===== src/rtl/icestick_afifo_producer_pkg.sv =====
// Shared constants for the synthetic pixel producer: FSM encoding, LFSR taps/seed, counter sizing.
// The LFSR pattern is selected in the top module by defining PRODUCER_LFSR_EN.
package producer_pkg;

  typedef enum logic [1:0] {
    ST_ACTIVE = 2'd0,
    ST_HBLANK = 2'd1,
    ST_VBLANK = 2'd2
  } state_e;

  // x^12+x^11+x^10+x^4+1 -> feedback from bits 11,10,9,3 (shift toward MSB)
  localparam logic [11:0] LFSR_TAPS = 12'hE08;
  localparam logic [11:0] LFSR_SEED = 12'h001;

  function automatic logic [11:0] lfsr_step(input logic [11:0] s);
    return {s[10:0], ^(s & LFSR_TAPS)};
  endfunction

  // Counter width for a count range of n values; never below one bit.
  function automatic int cnt_width(input int n);
    return (n <= 1) ? 1 : $clog2(n);
  endfunction

endpackage


===== src/rtl/icestick_afifo_producer_if.sv =====
// AFIFO write-side bundle: generated write clock, write strobe and 12-bit pixel data.
interface icestick_afifo_producer_if;
  logic        wclk;
  logic        w;
  logic [11:0] wd;

  modport master (output wclk, output w, output wd);
  modport slave  (input  wclk, input  w, input  wd);
endinterface


===== src/rtl/icestick_afifo_producer_clkdiv.sv =====
// Divides clk12mhz down to a 50% duty write clock and flags the cycle in which wclk is about to fall.
module producer_clkdiv
  import producer_pkg::*;
#(
  parameter int ClkDiv = 3
) (
  input  logic clk12mhz,
  input  logic rst_,
  output logic wclk_o,
  output logic beat_o
);

  localparam int CW = cnt_width(ClkDiv);

  logic [CW-1:0] count_q, count_d;
  logic          wclk_q,  wclk_d;
  logic          wrap;

  assign wrap = (count_q == CW'(ClkDiv - 1));

  always_comb begin
    count_d = count_q + CW'(1);
    wclk_d  = wclk_q;
    if (wrap) begin
      count_d = '0;
      wclk_d  = ~wclk_q;
    end
  end

  always_ff @(posedge clk12mhz or negedge rst_) begin
    if (!rst_) begin
      count_q <= '0;
      wclk_q  <= 1'b0;
    end else begin
      count_q <= count_d;
      wclk_q  <= wclk_d;
    end
  end

  assign wclk_o = wclk_q;
  assign beat_o = wrap & wclk_q;

endmodule


===== src/rtl/icestick_afifo_producer.sv =====
// Frame/line-structured pixel source driving an AFIFO write port on a divided clock.
// Define PRODUCER_LFSR_EN to replace the incrementing data pattern with a 12-bit LFSR.
module icestick_afifo_producer
  import producer_pkg::*;
#(
  parameter int ClkDiv    = 3,
  parameter int LineWidth = 16,
  parameter int LineCount = 4,
  parameter int HBlank    = 4,
  parameter int VBlank    = 8
) (
  input  logic                       clk12mhz,
  input  logic                       rst_,
  icestick_afifo_producer_if.master  pix
);

  localparam int BEAT_MAX = (LineWidth > HBlank) ? ((LineWidth > VBlank) ? LineWidth : VBlank)
                                                 : ((HBlank > VBlank) ? HBlank : VBlank);
  localparam int BW = cnt_width(BEAT_MAX);
  localparam int LW = cnt_width(LineCount);

  localparam logic [BW-1:0] LAST_ACT  = BW'(LineWidth - 1);
  localparam logic [BW-1:0] LAST_HB   = BW'(HBlank - 1);
  localparam logic [BW-1:0] LAST_VB   = BW'(VBlank - 1);
  localparam logic [LW-1:0] LAST_LINE = LW'(LineCount - 1);

`ifdef PRODUCER_LFSR_EN
  localparam logic [11:0] PAT_SEED = LFSR_SEED;
`else
  localparam logic [11:0] PAT_SEED = 12'd0;
`endif

  logic wclk;
  logic beat;

  producer_clkdiv #(.ClkDiv(ClkDiv)) u_clkdiv (
    .clk12mhz (clk12mhz),
    .rst_     (rst_),
    .wclk_o   (wclk),
    .beat_o   (beat)
  );

  state_e        state_q, state_d;
  logic [BW-1:0] beat_q,  beat_d;
  logic [LW-1:0] line_q,  line_d;
  logic [11:0]   pat_q,   pat_d;
  logic          w_q,     w_d;
  logic [11:0]   wd_q,    wd_d;
  logic [11:0]   pat_next;

`ifdef PRODUCER_LFSR_EN
  assign pat_next = lfsr_step(pat_q);
`else
  assign pat_next = pat_q + 12'd1;
`endif

  always_comb begin
    state_d = state_q;
    beat_d  = beat_q;
    line_d  = line_q;
    pat_d   = pat_q;
    w_d     = w_q;
    wd_d    = wd_q;
    if (beat) begin
      case (state_q)
        ST_ACTIVE: begin
          w_d   = 1'b1;
          wd_d  = pat_q;
          pat_d = pat_next;
          if (beat_q == LAST_ACT) begin
            beat_d  = '0;
            state_d = ST_HBLANK;
          end else begin
            beat_d = beat_q + BW'(1);
          end
        end
        ST_HBLANK: begin
          w_d = 1'b0;
          if (beat_q == LAST_HB) begin
            beat_d = '0;
            if (line_q == LAST_LINE) begin
              state_d = ST_VBLANK;
            end else begin
              line_d  = line_q + LW'(1);
              state_d = ST_ACTIVE;
            end
          end else begin
            beat_d = beat_q + BW'(1);
          end
        end
        ST_VBLANK: begin
          w_d = 1'b0;
          if (beat_q == LAST_VB) begin
            // New frame: restart line count and the data pattern.
            beat_d  = '0;
            line_d  = '0;
            pat_d   = PAT_SEED;
            state_d = ST_ACTIVE;
          end else begin
            beat_d = beat_q + BW'(1);
          end
        end
        default: begin
          w_d     = 1'b0;
          beat_d  = '0;
          line_d  = '0;
          pat_d   = PAT_SEED;
          state_d = ST_ACTIVE;
        end
      endcase
    end
  end

  always_ff @(posedge clk12mhz or negedge rst_) begin
    if (!rst_) begin
      state_q <= ST_ACTIVE;
      beat_q  <= '0;
      line_q  <= '0;
      pat_q   <= PAT_SEED;
      w_q     <= 1'b0;
      wd_q    <= 12'd0;
    end else begin
      state_q <= state_d;
      beat_q  <= beat_d;
      line_q  <= line_d;
      pat_q   <= pat_d;
      w_q     <= w_d;
      wd_q    <= wd_d;
    end
  end

  assign pix.wclk = wclk;
  assign pix.w    = w_q;
  assign pix.wd   = wd_q;

endmodule


===== src/flat_wrapper.sv =====
// flat-port wrapper written by rule: the top's interface ports become plain ports
module icestick_afifo_producer_flat import producer_pkg::*;
#(
  parameter int ClkDiv    = 3,
  parameter int LineWidth = 16,
  parameter int LineCount = 4,
  parameter int HBlank    = 4,
  parameter int VBlank    = 8
)
  (clk12mhz, rst_, pix_wclk, pix_w, pix_wd);
  icestick_afifo_producer_if pix_i ();
  input  logic clk12mhz;
  input  logic rst_;
  output wire logic [$bits(pix_i.wclk)-1:0] pix_wclk;
  output wire logic [$bits(pix_i.w)-1:0] pix_w;
  output wire logic [$bits(pix_i.wd)-1:0] pix_wd;
  assign pix_wclk = pix_i.wclk;
  assign pix_w = pix_i.w;
  assign pix_wd = pix_i.wd;
  icestick_afifo_producer #(.ClkDiv(ClkDiv), .LineWidth(LineWidth), .LineCount(LineCount), .HBlank(HBlank), .VBlank(VBlank)) u_core (.clk12mhz(clk12mhz), .rst_(rst_), .pix(pix_i));
endmodule

===== config.mk =====
export PLATFORM = sky130hd
export DESIGN_NAME = icestick_afifo_producer_flat
export DESIGN_NICKNAME = d
export VERILOG_FILES = /design/src/rtl/icestick_afifo_producer_pkg.sv /design/src/rtl/icestick_afifo_producer_if.sv /design/src/rtl/icestick_afifo_producer_clkdiv.sv /design/src/rtl/icestick_afifo_producer.sv /design/src/flat_wrapper.sv
export SDC_FILE = /design/constraint.sdc
export NUM_CORES = 1
export LEC_CHECK = 0
export ABC_CLOCK_PERIOD_IN_PS = 4400
export CAP_MARGIN = 20
export CORE_UTILIZATION = 58
export DETAILED_ROUTE_END_ITERATION = 10
export PLACE_DENSITY = 0.81
export REMOVE_ABC_BUFFERS = 1
export SYNTH_ARGS = -nofsm -noshare
export SYNTH_HDL_FRONTEND = slang
export SYNTH_SLANG_ARGS = --single-unit

===== constraint.sdc =====
create_clock -name clk12mhz -period 4.4 [get_ports clk12mhz]
set_clock_uncertainty 0.05 [all_clocks]
set_input_delay 1.32 -clock clk12mhz [delete_from_list [all_inputs] [get_ports clk12mhz]]
set_output_delay 1.32 -clock clk12mhz [all_outputs]
set_load 0.05 [all_outputs]

==> impl_metrics.json <==
{
  "synth-main-ff-cell": "dfrtp_1",
  "hold_buffers": 0,
  "fmax_mhz": 339,
  "hold_viol": 0,
  "finalSetupTns_ns": 0,
  "clk_root_buffer_cell": "clkbuf_4",
  "cts_buffers": 5,
  "final_common_cell": "dfrtp_1",
  "wl_um": 3160,
  "die_area_um2": 3160,
  "max-cap-violations": 0,
  "crit_buf_inv": 1,
  "slew_headroom_pct": 61.4,
  "syn_to_final_growth_pct": 13.7,
  "period_minus_slack_ns": 2.95,
  "drcViolationCount": 0,
  "ir_drop_mv": 0.245,
  "synth_warnings": 0,
  "fp.dieH_um": 56.2,
  "setup_violations": 0,
  "worstPathRequired_ns": 3.03,
  "die_x_um": 56.2,
  "num-fill-cells": 214,
  "outcome": "finished clean",
  "post-cts-setup-buffer-count": 0,
  "yosysSeqAreaShare_pct": 52.9,
  "start_util_pct": 61.3,
  "slew_viol_final": 0,
  "core_area_um2": 2780,
  "drtAntennaViolNets": 0,
  "fin_crit_sh_pct": 67.1,
  "antenna_cells": 0,
  "post-dp-hpwl_um": 2150,
  "hp-class": "register to register",
  "place_congestion": 0.796,
  "critPathSlowestCell": "clkdlybuf4s50_1",
  "crit_type": "register to primary output",
  "nets": 181,
  "first_pass_iters": 4,
  "synth_area_per_cell_um2": 10.8,
  "rsz0062_at_grt": "false",
  "finish.utilization_pct": 69.6,
  "reg2reg_from": "u_core.state_q[1]",
  "path_cells": "clkdlybuf4s50_1",
  "yosys.area.top_type": "dfrtp_1",
  "syn_inst": 158,
  "grt_util_all_layers_pct": 23.5,
  "cts.sinks": 36,
  "grt_pass1_vias": 1297,
  "mostFrequentLayoutCells": "dfrtp_1 (36), nand2_1 (18), clkdlybuf4s50_1 (15), mux2_2 (14), o21ai_0 (12)",
  "io_buffers": 15,
  "grt_overflow": 0,
  "cts_resized": 0,
  "hp-start": "u_core.u_clkdiv.count_q[0]",
  "critPathMaxStageDelay_ns": 0.82,
  "yosys.area.top_type_share_pct": 52.9,
  "leakage_nw": 0.825,
  "cts_buffer_depth": 2,
  "crit_path_end_kind": "primary output",
  "clkSlewWorstSetupHoldPaths_ns": 0.11,
  "vias": 1284,
  "ios": 16,
  "rows": 19,
  "crit_start": "u_core.u_clkdiv.wclk_o",
  "cp_top_family": "buffers and inverters",
  "arrival_ns": 1.58,
  "clkLatencyLatePin_ns": 0.35,
  "netlist_top_cells_area": "dfrtp_1 (53%), mux2_2 (9.3%), nand2_1 (4.0%), o21ai_0 (3.5%), a21oi_1 (3.2%)",
  "path_max_fanout": 4,
  "synth_edf_count": 0,
  "worst_pin_slew_ns": 0.577,
  "pwr_density_cell_nw_per_um2": 272,
  "worstSetupStartpointType": "register",
  "ys_ff_latch": 36,
  "synth.distinct_cells": 36,
  "async_reset_ff_share_pct": 100,
  "syn-cell-area_um2": 1700,
  "cts_max_level": 2,
  "cts_tree": "built",
  "drt_iter0_markers": 28,
  "grt_max_degree": 37,
  "wl_per_cell_um": 15.2,
  "grt_pass1_wl_um": 5620,
  "drive_gt1_share_pct": 14.1,
  "vias_per_cell": 6.17,
  "antenna_found_initial": 0
}
[path summary, 6_finish.rpt]
path	end	depth (start not counted)	slack, ns
max	pix_wclk	1	1.45
min	u_core.u_clkdiv.count_q[0]	1	0.43
max reg2reg	u_core.pat_q[7]	4	2.47
min reg2reg	u_core.u_clkdiv.count_q[0]	1	0.43
max in group asynchronous	u_core.pix.wd[9]	2	2.66
min in group asynchronous	u_core.pix.wd[10]	2	1.32
[synth_stat cells (2+ instances only)]
| cell | count |
|---|---|
| and3_1 | 3 |
| or3_1 | 5 |
| nand2_1 | 18 |
| nand3_1 | 6 |
| nor2_1 | 5 |
| nor2b_1 | 3 |
| inv_1 | 3 |
| dfrtp_1 | 36 |
| buf_2 | 2 |
| nand2b_1 | 3 |
| o21ai_0 | 12 |
| ha_1 | 3 |
| mux2_2 | 14 |
| o31ai_1 | 4 |
| nand4_1 | 3 |
| or4_1 | 3 |
| nor4_1 | 2 |
| nand3b_1 | 2 |
| clkbuf_1 | 2 |
| a21oi_1 | 11 |
| nor3b_1 | 3 |
[per-stage QoR]
| step | std cells | total power [mW] | setup WS (ns) | instance area [um^2] | hold WS [ns] |
|---|---|---|---|---|---|
| 3_3_place_gp | 200 | 0.345 | 1.85 | 1880 | 0.406 |
| 4_1_cts | 208 | 0.532 | 1.43 | 1940 | 0.438 |
| 2_1_floorplan | 153 | 0.337 | 2.39 | 1680 | 0.382 |
| 5_1_grt | 208 | 0.544 | 1.37 | 1940 | 0.459 |
| 6_report | 208 | 0.527 | 1.45 | 1940 | 0.430 |
| 3_5_place_dp | 200 | 0.345 | 1.84 | 1880 | 0.421 |
[layout make-up]
| cell class | instances | area [um^2] | area share [%] |
|---|---|---|---|
| clock buffer | 6 | 51.3 | 2.65 |
| sequential | 36 | 901 | 46.5 |
| inverter | 3 | 11.3 | 0.581 |
| clock inverter | 2 | 10.0 | 0.517 |
| multi-input combinational | 114 | 767 | 39.6 |
| timing repair buffer | 16 | 158 | 8.14 |
| tap | 31 | 38.8 | 2.00 |
[flip-flops by register name, summed over array words and instances (netlist names)]
| name | cells |
|---|---|
| u_core.line_q | 2 |
| u_core.beat_q | 4 |
| u_core.state_q | 2 |
| u_core.pat_q | 12 |
| u_core.u_clkdiv.count_q | 2 |
| u_core.pix.w | 1 |
| u_core.u_clkdiv.wclk_o | 1 |
| u_core.pix.wd | 12 |
[metal layers]
layer | vias to the layer above | share of wire [%] | global-route usage (%)
li1 | 611 | - | -
met1 | 636 | 42 | 27.8
met2 | 29 | 51 | 39.5
met3 | 8 | 3.8 | 5.12
met4 | 0 | 2.4 | 13.6
met5 | - | 0 | 0
[cell families after synthesis]
kind of cell	Yosys count	synth area share, %
AND/OR/NAND/NOR	62	20.2
flip-flops	36	52.9
AO/OA/AOI/OAI	32	11.7
multiplexers	15	9.84
buffers and inverters	8	2.13
adder cells (fa/ha/maj)	3	2.20
XOR/XNOR	2	1.03
[where the power goes]
group | switching (mW) | internal [mW]
Combinational | 0.00603 | 0.00136
Clock | 0.113 | 0.0759
Sequential | 0 | 0.331
Power figures use the tool's default switching activity.
